<file path="config.mk">
export PLATFORM = sky130hd
export DESIGN_NAME = ringbuf_mc_flat
export DESIGN_NICKNAME = d
export VERILOG_FILES = /design/src/rtl/ringbuf_mc_if.sv /design/src/rtl/ringbuf_mc.sv /design/src/flat_wrapper.sv
export SDC_FILE = /design/constraint.sdc
export NUM_CORES = 1
export LEC_CHECK = 0
export ABC_AREA = 0
export CORE_MARGIN = 10
export CORE_UTILIZATION = 50
export DETAILED_ROUTE_END_ITERATION = 6
export PLACE_DENSITY = 0.64
export SYNTH_ARGS = -nofsm -noshare
export SYNTH_HDL_FRONTEND = slang
export SYNTH_SLANG_ARGS = --single-unit
</file>
<file path="constraint.sdc">
create_clock -name clock -period 3.22 [get_ports clock]
set_input_delay 0.322 -clock clock [delete_from_list [all_inputs] [get_ports clock]]
set_output_delay 0.322 -clock clock [all_outputs]
set_load 0.01 [all_outputs]
</file>
<file path="src/rtl/ringbuf_mc_if.sv">
// Bus bundle for the multi-channel ring buffer: producer/consumer requests
// go in, read data and per-channel status come back out.
interface ringbuf_mc_if #(
  parameter int data_width   = 8,
  parameter int addr_size    = 4,
  parameter int channel_bits = 1
);
  logic                       wr_en;
  logic [channel_bits-1:0]    wr_chan;
  logic [data_width-1:0]      txda;
  logic                       rd_en;
  logic [channel_bits-1:0]    rd_chan;
  logic                       clr_flags;
  logic [data_width-1:0]      rxda;
  logic                       outstrobe;
  logic [2**channel_bits-1:0] full;
  logic [2**channel_bits-1:0] empty;
  logic [2**channel_bits-1:0] overflow;
  logic [2**channel_bits-1:0] underflow;
  logic [addr_size:0]         rd_level;

  modport master (
    output wr_en, wr_chan, txda, rd_en, rd_chan, clr_flags,
    input  rxda, outstrobe, full, empty, overflow, underflow, rd_level
  );

  modport slave (
    input  wr_en, wr_chan, txda, rd_en, rd_chan, clr_flags,
    output rxda, outstrobe, full, empty, overflow, underflow, rd_level
  );
endinterface

</file>
<file path="src/rtl/ringbuf_mc.sv">
// Multi-channel ring buffer: 2**channel_bits independent FIFO rings of
// 2**addr_size words sharing one storage array addressed as {chan, ptr}.
// One write and one read per cycle, sticky overflow/underflow per channel,
// and an optional overwrite-oldest mode for writes into a full channel.
module ringbuf_mc #(
  parameter int data_width   = 8,
  parameter int addr_size    = 4,
  parameter int channel_bits = 1,
  parameter bit overwrite    = 1'b0
) (
  input logic         clock,
  input logic         reset,
  ringbuf_mc_if.slave bus
);
  localparam int chans = 2 ** channel_bits;
  localparam int words = 2 ** (channel_bits + addr_size);
  localparam logic [addr_size:0] full_cnt = {1'b1, {addr_size{1'b0}}};

  logic [addr_size-1:0]  wr_ptr [chans];
  logic [addr_size-1:0]  rd_ptr [chans];
  logic [addr_size:0]    count  [chans];
  logic [data_width-1:0] mem    [words];

  logic wr_full, rd_empty, same_chan, do_rd, do_wr, ow_bump, ov_event, un_event;
  logic [channel_bits+addr_size-1:0] wr_addr, rd_addr;
  logic [chans-1:0] wr_adv, rd_adv, cnt_inc, cnt_dec;
  logic [chans-1:0] ovf_next, unf_next;

  // Decode requests against current occupancy; a same-channel read frees the slot a full write needs
  always_comb begin
    wr_full   = (count[bus.wr_chan] == full_cnt);
    rd_empty  = (count[bus.rd_chan] == '0);
    same_chan = (bus.wr_chan == bus.rd_chan);
    do_rd     = bus.rd_en && !rd_empty;
    ov_event  = bus.wr_en && wr_full && !(do_rd && same_chan);
    ow_bump   = ov_event && overwrite;
    do_wr     = bus.wr_en && (!ov_event || overwrite);
    un_event  = bus.rd_en && rd_empty;
    wr_addr   = {bus.wr_chan, wr_ptr[bus.wr_chan]};
    rd_addr   = {bus.rd_chan, rd_ptr[bus.rd_chan]};
    wr_adv    = '0;
    rd_adv    = '0;
    cnt_inc   = '0;
    cnt_dec   = '0;
    for (int c = 0; c < chans; c++) begin
      wr_adv[c]  = do_wr && (bus.wr_chan == channel_bits'(c));
      cnt_dec[c] = do_rd && (bus.rd_chan == channel_bits'(c));
      cnt_inc[c] = wr_adv[c] && !ow_bump;
      rd_adv[c]  = cnt_dec[c] || (ow_bump && wr_adv[c]);
    end
    ovf_next = bus.clr_flags ? '0 : bus.overflow;
    unf_next = bus.clr_flags ? '0 : bus.underflow;
    if (ov_event) ovf_next[bus.wr_chan] = 1'b1;
    if (un_event) unf_next[bus.rd_chan] = 1'b1;
  end

  // Per-channel status and the occupancy of whichever channel is being read
  always_comb begin
    bus.full  = '0;
    bus.empty = '0;
    for (int c = 0; c < chans; c++) begin
      bus.full[c]  = (count[c] == full_cnt);
      bus.empty[c] = (count[c] == '0);
    end
    bus.rd_level = count[bus.rd_chan];
  end

  // Pointer, count, flag and read-data registers; reset empties every channel logically
  always_ff @(posedge clock) begin
    if (!reset) begin
      for (int c = 0; c < chans; c++) begin
        wr_ptr[c] <= '0;
        rd_ptr[c] <= '0;
        count[c]  <= '0;
      end
      bus.overflow  <= '0;
      bus.underflow <= '0;
      bus.rxda      <= '0;
      bus.outstrobe <= 1'b0;
    end else begin
      for (int c = 0; c < chans; c++) begin
        if (wr_adv[c]) wr_ptr[c] <= wr_ptr[c] + addr_size'(1);
        if (rd_adv[c]) rd_ptr[c] <= rd_ptr[c] + addr_size'(1);
        if (cnt_inc[c] && !cnt_dec[c]) count[c] <= count[c] + (addr_size+1)'(1);
        else if (cnt_dec[c] && !cnt_inc[c]) count[c] <= count[c] - (addr_size+1)'(1);
      end
      bus.overflow  <= ovf_next;
      bus.underflow <= unf_next;
      bus.outstrobe <= do_rd;
      if (do_rd) bus.rxda <= mem[rd_addr];
    end
  end

  // Shared storage is never cleared; a read of the slot being overwritten returns the old word
  always_ff @(posedge clock) begin
    if (reset && do_wr) mem[wr_addr] <= bus.txda;
  end
endmodule

</file>
<file path="src/flat_wrapper.sv">
// flat-port wrapper written by rule: the top's interface ports become plain ports
module ringbuf_mc_flat 
#(
  parameter int data_width   = 8,
  parameter int addr_size    = 4,
  parameter int channel_bits = 1,
  parameter bit overwrite    = 1'b0
)
  (clock, reset, bus_wr_en, bus_wr_chan, bus_txda, bus_rd_en, bus_rd_chan, bus_clr_flags, bus_rxda, bus_outstrobe, bus_full, bus_empty, bus_overflow, bus_underflow, bus_rd_level);
  ringbuf_mc_if #(.data_width(data_width), .addr_size(addr_size), .channel_bits(channel_bits)) bus_i ();
  input logic clock;
  input logic reset;
  input wire logic [$bits(bus_i.wr_en)-1:0] bus_wr_en;
  input wire logic [$bits(bus_i.wr_chan)-1:0] bus_wr_chan;
  input wire logic [$bits(bus_i.txda)-1:0] bus_txda;
  input wire logic [$bits(bus_i.rd_en)-1:0] bus_rd_en;
  input wire logic [$bits(bus_i.rd_chan)-1:0] bus_rd_chan;
  input wire logic [$bits(bus_i.clr_flags)-1:0] bus_clr_flags;
  output wire logic [$bits(bus_i.rxda)-1:0] bus_rxda;
  output wire logic [$bits(bus_i.outstrobe)-1:0] bus_outstrobe;
  output wire logic [$bits(bus_i.full)-1:0] bus_full;
  output wire logic [$bits(bus_i.empty)-1:0] bus_empty;
  output wire logic [$bits(bus_i.overflow)-1:0] bus_overflow;
  output wire logic [$bits(bus_i.underflow)-1:0] bus_underflow;
  output wire logic [$bits(bus_i.rd_level)-1:0] bus_rd_level;
  assign bus_i.wr_en = bus_wr_en;
  assign bus_i.wr_chan = bus_wr_chan;
  assign bus_i.txda = bus_txda;
  assign bus_i.rd_en = bus_rd_en;
  assign bus_i.rd_chan = bus_rd_chan;
  assign bus_i.clr_flags = bus_clr_flags;
  assign bus_rxda = bus_i.rxda;
  assign bus_outstrobe = bus_i.outstrobe;
  assign bus_full = bus_i.full;
  assign bus_empty = bus_i.empty;
  assign bus_overflow = bus_i.overflow;
  assign bus_underflow = bus_i.underflow;
  assign bus_rd_level = bus_i.rd_level;
  ringbuf_mc #(.data_width(data_width), .addr_size(addr_size), .channel_bits(channel_bits), .overwrite(overwrite)) u_core (.clock(clock), .reset(reset), .bus(bus_i));
endmodule
</file>
* After elaboration in Yosys (flattened, before gate mapping)
Memories as Yosys holds them, arrays and structs flattened. A register that Yosys moved wholly into a read port is not among the register bits. Index checks and enable logic that the tools add are counted.
Word-level totals: register bits 5, RAM bits 282, bits of input ports 15, output and inout bits 22, word-level logic and storage cells 108, memories 4
Operators by class: add/sub/neg operators 8, order comparisons 4, eq/ne operators 4, mux-type cells 45, bitwise gates (word level) 12, reduce and logical (&&, ||, !) cells 28
Memories:
- u_core.mem | depth 32, bits a word 8, read ports 1, clocked after memory_dff 1, wr ports 1, RTL line ringbuf_mc.sv:22 | logic [data_width-1:0] mem [words];
- u_core.count | depth 2, bits a word 5, read ports 4, clocked after memory_dff 0, wr ports 2, RTL line ringbuf_mc.sv:21 | logic [addr_size:0] count [chans];
- u_core.rd_ptr | depth 2, bits a word 4, read ports 3, clocked after memory_dff 0, wr ports 2, RTL line ringbuf_mc.sv:20 | logic [addr_size-1:0] rd_ptr [chans];
- u_core.wr_ptr | depth 2, bits a word 4, read ports 3, clocked after memory_dff 0, wr ports 2, RTL line ringbuf_mc.sv:19 | logic [addr_size-1:0] wr_ptr [chans];
Operators with widths (count):
- $mux 1 | 31
- $mux 5 | 4
- $logic_and 1x1->1 | 17
- $add 4x1->4 const B | 4
- $mux 4 | 4
- $eq 5x5->1 const B | 3
- $logic_not 5->1 | 3
- $add 5x1->5 const B | 2
- $sub 5x1->5 const B | 2
- $logic_not 1->1 | 8
- $mux 2 | 4
- $or 1x1->1 | 8
- $lt 1x2->1 const B | 2
- $or 2x2->2 | 2
- $demux 1 s1 | 2
- $ge 1x1->1 const B | 2
- $not 1->1 | 2
- $eq 1x1->1 | 1

* Longest topological paths before layout
Gate-level depths: netlist of the first run. An unclocked memory read counts as a cell.
depth in word-level cells 17, gate-level depth with buffers 11, gate-level depth less buffers 9

* Worst setup path before layout of the first run
OpenSTA, ideal clock, no wires.
path kind reg-to-reg, start point mem u_core.count[0][1] (netlist name), end point mem u_core.count[0][4] (netlist name), data pin, setup time 0.274 ns, arrival time 2.216 ns, data required time 2.946 ns, slack 0.730 ns, stages on the path, launching flop included 10, path buffers 0, clock period less this slack 2.490 ns, path through edfxtp_1 nor4_1 a21oi_1 nand3_1 inv_1 fa_1 a21o_1 a21oi_1 xnor2_1 mux2i_1
RTL lines (RTL line):
- start, declared | ringbuf_mc.sv:21

==> results of run 1 <==
==> layer usage <==
metal / wire [um] / up-vias
li1: - / 3410
met1: 12800 / 3805
met2: 13800 / 336
met3: 2530 / 52
met4: 774 / 0
met5: 0 / -
==> worst max-delay path by stage <==
stage	cells after the start	from	to	slack, ns
floorplan	9	u_core.count[0][1]$_SDFFCE_PP0P_	u_core.count[0][4]$_SDFFCE_PP0P_	0.73
global placement	7	bus_rd_chan	u_core.bus.rxda[0]$_SDFFE_PN0N_	0.28
detailed placement	7	bus_rd_chan	u_core.bus.rxda[0]$_SDFFE_PN0N_	0.26
CTS	3	u_core.count[0][1]$_SDFFCE_PP0P_	bus_full[0]	0.45
global route	9	u_core.count[0][1]$_SDFFCE_PP0P_	u_core.count[0][4]$_SDFFCE_PP0P_	0.24
finish	9	u_core.count[0][1]$_SDFFCE_PP0P_	u_core.count[0][4]$_SDFFCE_PP0P_	0.44
==> worst min-delay path: cells and delay by family (launching register included) <==
kind	cells	cell delay [ns]
flops	1	0.31
compound gates	1	0.05
simple gates	1	0.07
==> kinds of logic after synthesis <==
| group | count (synthesis) | share of synthesized area |
|---|---|---|
| buffers and inverters | 59 | 0.0218 |
| muxes | 68 | 0.0866 |
| and+or+nand+nor | 277 | 0.0985 |
| adders and majority gates | 11 | 0.0117 |
| xor gates and xnor gates | 11 | 0.00778 |
| AOI/OAI and AO/OA | 118 | 0.0687 |
| DFF | 295 | 0.705 |
==> power by group through the flow <==
stage	Clock (uW)	Sequential [uW]	Combinational, uW
after floorplan	0	4430	672
after global placement	0	4470	1060
after detailed placement	0	4480	1090
final	3180	4410	1090
after CTS	3210	4400	1100
after global routing	3360	4410	1190
==> final cells by class <==
type / count / area [sq um] / share of cell area
Sequential cell: 295 / 8730 / 0.606
Multi-Input combinational cell: 485 / 3410 / 0.237
Timing Repair Buffer: 104 / 908 / 0.0631
Clock buffer: 33 / 741 / 0.0515
Tap cell: 324 / 405 / 0.0282
Clock inverter: 18 / 144 / 0.0100
Inverter: 15 / 56.3 / 0.00391
==> state kept, by name (all words and copies together), names as in the netlist <==
| name | count |
|---|---|
| u_core.wr_ptr | 8 |
| u_core.bus.overflow | 2 |
| u_core.bus.rxda | 8 |
| u_core.bus.underflow | 2 |
| u_core.count | 10 |
| u_core.bus.outstrobe | 1 |
| u_core.rd_ptr | 8 |
| u_core.mem | 256 |
==> synth_stat cells, types with 10 or more instances <==
library cell	count
inv_1	15
a32oi_1	15
dfxtp_1	13
a311oi_1	16
clkbuf_1	22
o21ai_0	11
mux4_2	30
and3_1	16
nand3_1	32
a22oi_1	15
nor2_1	69
mux2i_1	30
edfxtp_1	282
a21oi_1	22
nand2_1	124
buf_2	18
ha_1	10
==> per-stage QoR <==
step / cell area [sq um] / util / setup WS, ns / hold WS, ns
finish: 14400 / 0.592 / 0.445 / 0.487
global route: 14400 / 0.592 / 0.240 / 0.512
CTS: 14400 / 0.592 / 0.450 / 0.487
detailed placement: 13500 / 0.555 / 0.262 / 0.478
global placement: 13500 / 0.555 / 0.278 / 0.460
floorplan: 12400 / - / 0.730 / 0.421
==> qor.txt, run 1 <==
Synth warn: 0
Layout cells sized above 1: 0.161
Unrepaired setup endpoints after global routing: no
Slew Viols, Final: 0
Post-synth top area cell: edfxtp_1
Gr usage total: 0.190
Crit path largest cell delay: 0.48 ns
Clk_skew: 0.0197 ns
Area Overhead vs Synth: 16.2%
Fin. Hold Viols: 0
Hold Startpoint: u_core.bus.underflow[1]$_SDFF_PN0_
Syn Inst Count: 839
Port bufs: 36
Critical-path maximum fanout: 5
Clk Latency, worst-skew pair: 0.56 ns
DP Wirelength: 19900 um
DIE WIDTH: 177 um
Synth top area cells: edfxtp_1, mux4_2, nand2_1, mux2i_1, dfxtp_1
R2r setup slk: 0.44 ns
GRT overflow: 0
Psw: 2130 uW
First-pass GRT wire length: 45900 um
Via count: 7603
CTS Sinks: 295
Crit start category: register
Mapped cell area: 0.0124 sq mm
Ys flop type: edfxtp_1
Tmin final: 2.78 ns
Post-CTS sizing: 0
# diodes: 0
Register area share after synthesis: 0.705
Setup TNS: 0 ns
DR WL/cell: 23.5 um
Die Y-Extent: 177 um
Routed Antenna Nets: 0
Hold_buf cts: 0
CP Data Required Time: 3.49 ns
CP most frequent cell: a21oi_1
Largest net degree at the start of global routing: 42
Reg2reg start: u_core.count[0][1]$_SDFFCE_PP0P_
Met3 Use GR: 0.0380
M1 GR Usage: 0.266
Power density cells: 603 mW/mm^2
Critical path class: reg -> reg
# Max-Cap Violations: 0
Top cell type's share of synthesized area: 0.684
Post-route DRC violation count: 0
Crit-path slowest cell: edfxtp_1
Worst reg2reg endpoint: u_core.count[0][4]$_SDFFCE_PP0P_
Sw Share: 0.246
Core Footprint: 0.0243 sq mm
Hold path depth: 2
Initial cell density of the core: 0.509
FFs w/ async S/R, synth: 0
FILL cells: 1877
Status: completed
Clock-pin slew on the worst setup and hold paths: 0.06 ns
HP Class: reg -> reg
Pleak: 0.00493 uW
Setup repair bufs after CTS: 0
Setup crit end kind: register
Least-Margin Pin Slew: 1.00 ns
Vias in the first global route: 7547
Sequential share of power: 0.508
Distinct cells, synth: 55
Fmax: 360 MHz
Commonest non-fill, non-tap cell in the layout: edfxtp_1
CP Cell Sequence: nor4_1, a21oi_1, nand3_1, inv_1, fa_1, a21o_1, a21oi_1, xnor2_1, mux2i_1
Most frequent cells in the layout: edfxtp_1, nand2_1, nor2_1
DIE AREA: 0.0315 sq mm
Final setup viols: 0
WHS Endpoint: u_core.bus.underflow[1]$_SDFF_PN0_
CP bufs+invs: 1
Final Power: 8680 uW
Std cell rows: 57
RD Place Congestion: 0.880
Delay-heaviest family, CP: simple AND/OR/NAND/NOR gates
Clock share of power: 0.367
Final Instance Count excl. Fillers: 1274
CP Data Arrival Time: 3.04 ns
Comb pwr share: 0.126
Final WL: 29900 um
Syn nets: 865
Initial antenna violation count: 0
DP Cell Count: 1223
CTS root buffer: clkbuf_16
TritonCTS Buffers: 29
Syn avg cell area: 14.8 sq um
Period utilization: 0.862
Drt first pass iters: 5
Iter 0 DRT Violations: 796
Number of flops mapped to enable cells by yosys: 282
R2r worst-path depth: 9
Final #Nets: 956
Worst slew margin: 0.330
Io pins: 37
Synth Register Bits: 295
Htree depth: 1
GR peak layer: met2
Maximum VDD drop: 371 uV
CTS tree: done
Pint: 6550 uW
Maximum buffer depth of the clock tree: 3
Met2 GRT Util: 0.298
Via density: 5.97
Note: power is estimated with default switching activity, not from simulation.
==> run 2: changes to the inputs <==
- CTS_BUF_LIST: unset -> sky130_fd_sc_hd__clkbuf_4
- CTS_CLUSTER_SIZE: unset -> 28
==> run 2 against run 1 <==
Effect of this change: combinational power about the same; die area unchanged; cell count increased by 5.3%; routed wire length increased by 1.8%; critical path type is now reg -> out; sequential share of layout area decreased by 0.074 points; register-to-register slack got worse by 0.02 ns; non-clock buffer count unchanged; via count increased by 2.6%; worst setup slack got worse by 0.11 ns; clock skew increased by 0.019 ns.
==> qor.txt, run 2 (same netlist as run 1, synthesis figures left out) <==
Status: completed
Most flop-heavy register: u_core.mem
Clock share of power: 0.357
Htree depth: 3
Sequential cell area: 0.00873 sq mm
Via density: 5.81
RD Place Congestion: 0.880
Largest net degree at the start of global routing: 42
DIE WIDTH: 177 um
Critical-path maximum fanout: 5
Reg2reg start: u_core.count[0][1]$_SDFFCE_PP0P_
Crit start category: register
Initial antenna violation count: 1
CTS tree: done
Sequential share of power: 0.515
Iter 0 DRT Violations: 848
Area Overhead vs Synth: 16.4%
Comb pwr share: 0.128
Final Cell Area: 0.0144 sq mm
Fin. Hold Viols: 0
Io pins: 37
Post-route DRC violation count: 0
Top flop regs: u_core.mem x256, u_core.count x10
Setup TNS: 0 ns
Unrepaired setup endpoints after global routing: no
Hold_buf cts: 0
Routed length on met1: 13000 um
Least-Margin Pin Slew: 1.02 ns
Most frequent cells in the layout: edfxtp_1, nand2_1, clkbuf_4
Pleak: 0.00504 uW
FILL cells: 1928
Final Power: 8550 uW
Vias in the first global route: 7962
Core Footprint: 0.0243 sq mm
Worst hold slack: 0.375 ns
Via count: 7797
Initial cell density of the core: 0.509
Area of the multi-input gates: 0.00341 sq mm
Clk Latency, worst-skew pair: 0.68 ns
Hold path depth: 4
Worst reg2reg endpoint: u_core.mem[31][5]$_DFFE_PP_
Maximum VDD drop: 314 uV
Worst slew margin: 0.318
TritonCTS Buffers: 74
Met2 wire length: 14200 um
CTS root buffer: clkbuf_4
Std cell rows: 57
Port bufs: 36
Max FFs per register: 256
Post-CTS sizing: 0
Slew Viols, Final: 0
CTS Sinks: 295
Tmin final: 2.89 ns
Power density cells: 593 mW/mm^2
Fmax: 347 MHz
Dpl cell area: 0.0135 sq mm
Clock-pin slew on the worst setup and hold paths: 0.06 ns
CP Data Required Time: 2.90 ns
WL met3: 2520 um
Sw Share: 0.251
Commonest non-fill, non-tap cell in the layout: edfxtp_1
Hold Startpoint: bus_clr_flags
First-pass GRT wire length: 46900 um
R2r worst-path depth: 8
Final #Nets: 1001
Top layer in use: met4
Drt first pass iters: 5
Critical path class: reg -> out
DP Cell Count: 1223
Setup crit end kind: output pin
Die Y-Extent: 177 um
CP Data Arrival Time: 2.56 ns
Gr usage total: 0.196
HP Class: in -> reg
DIE AREA: 0.0315 sq mm
Maximum buffer depth of the clock tree: 3
Routed Antenna Nets: 0
Layout cells sized above 1: 0.220
Setup repair bufs after CTS: 0
Pint: 6400 uW
DP Wirelength: 19900 um
R2r setup slk: 0.42 ns
Period utilization: 0.896
DR WL/cell: 22.7 um
GRT overflow: 0
Psw: 2150 uW
# Max-Cap Violations: 0
Final Instance Count excl. Fillers: 1342
WHS Endpoint: u_core.bus.underflow[0]$_SDFF_PN0_
Clk_skew: 0.0383 ns
Final WL: 30500 um
Final setup viols: 0
[run 2: cell count changes in the layout (fill, tap and decap cells not counted), sizes merged]
cell / change
clkbuf: +73
clkinv: -4
diode: +1
clkinvlp: -2
[run 2: critical path, cell delays in order, from the launching register on]
cell and delay (ns):
edfxtp_1 0.48, or4_1 0.65, nor2_1 0.19, clkdlybuf4s50_1 0.57
[run 2: layout make-up]
class                           count  share of cell area
Inverter                           15             0.00391
Timing Repair Buffer              104              0.0630
Clock inverter                     12             0.00721
Multi-Input combinational cell    485               0.237
Antenna cell                        1            0.000174
Tap cell                          324              0.0281
Clock buffer                      106              0.0552
Sequential cell                   295               0.606
[run 2: worst max path at each step]
stage,depth (start not counted),slack (ns),from,end
final,3,0.33,u_core.count[0][1]$_SDFFCE_PP0P_,bus_full[0]
after global routing,9,0.18,u_core.count[0][1]$_SDFFCE_PP0P_,u_core.count[0][4]$_SDFFCE_PP0P_
after floorplan,9,0.73,u_core.count[0][1]$_SDFFCE_PP0P_,u_core.count[0][4]$_SDFFCE_PP0P_
after CTS,3,0.30,u_core.count[0][1]$_SDFFCE_PP0P_,bus_full[0]
after detailed placement,7,0.26,bus_rd_chan,u_core.bus.rxda[0]$_SDFFE_PN0N_
after global placement,7,0.28,bus_rd_chan,u_core.bus.rxda[0]$_SDFFE_PN0N_
[run 2: layer usage]
layer  GRT usage  vias up
met1       0.265     3861
met3      0.0487       46
met4      0.0740        0
met2       0.304      344
li1            -     3546
met5           0        -
[run 2: power by group through the flow]
stage / combinational [uW] / clock (uW) / sequential (uW)
2_1_floorplan: 672 / 0 / 4430
3_3_place_gp: 1060 / 0 / 4470
3_5_place_dp: 1090 / 0 / 4480
4_1_cts: 1100 / 3140 / 4400
5_1_grt: 1190 / 3320 / 4410
6_report: 1100 / 3050 / 4400
[run 2: per-stage QoR]
step           setup WS, ns  utilization
2_1_floorplan         0.730            -
3_3_place_gp          0.278        0.555
3_5_place_dp          0.262        0.555
4_1_cts               0.296        0.592
5_1_grt               0.183        0.593
6_report              0.334        0.593
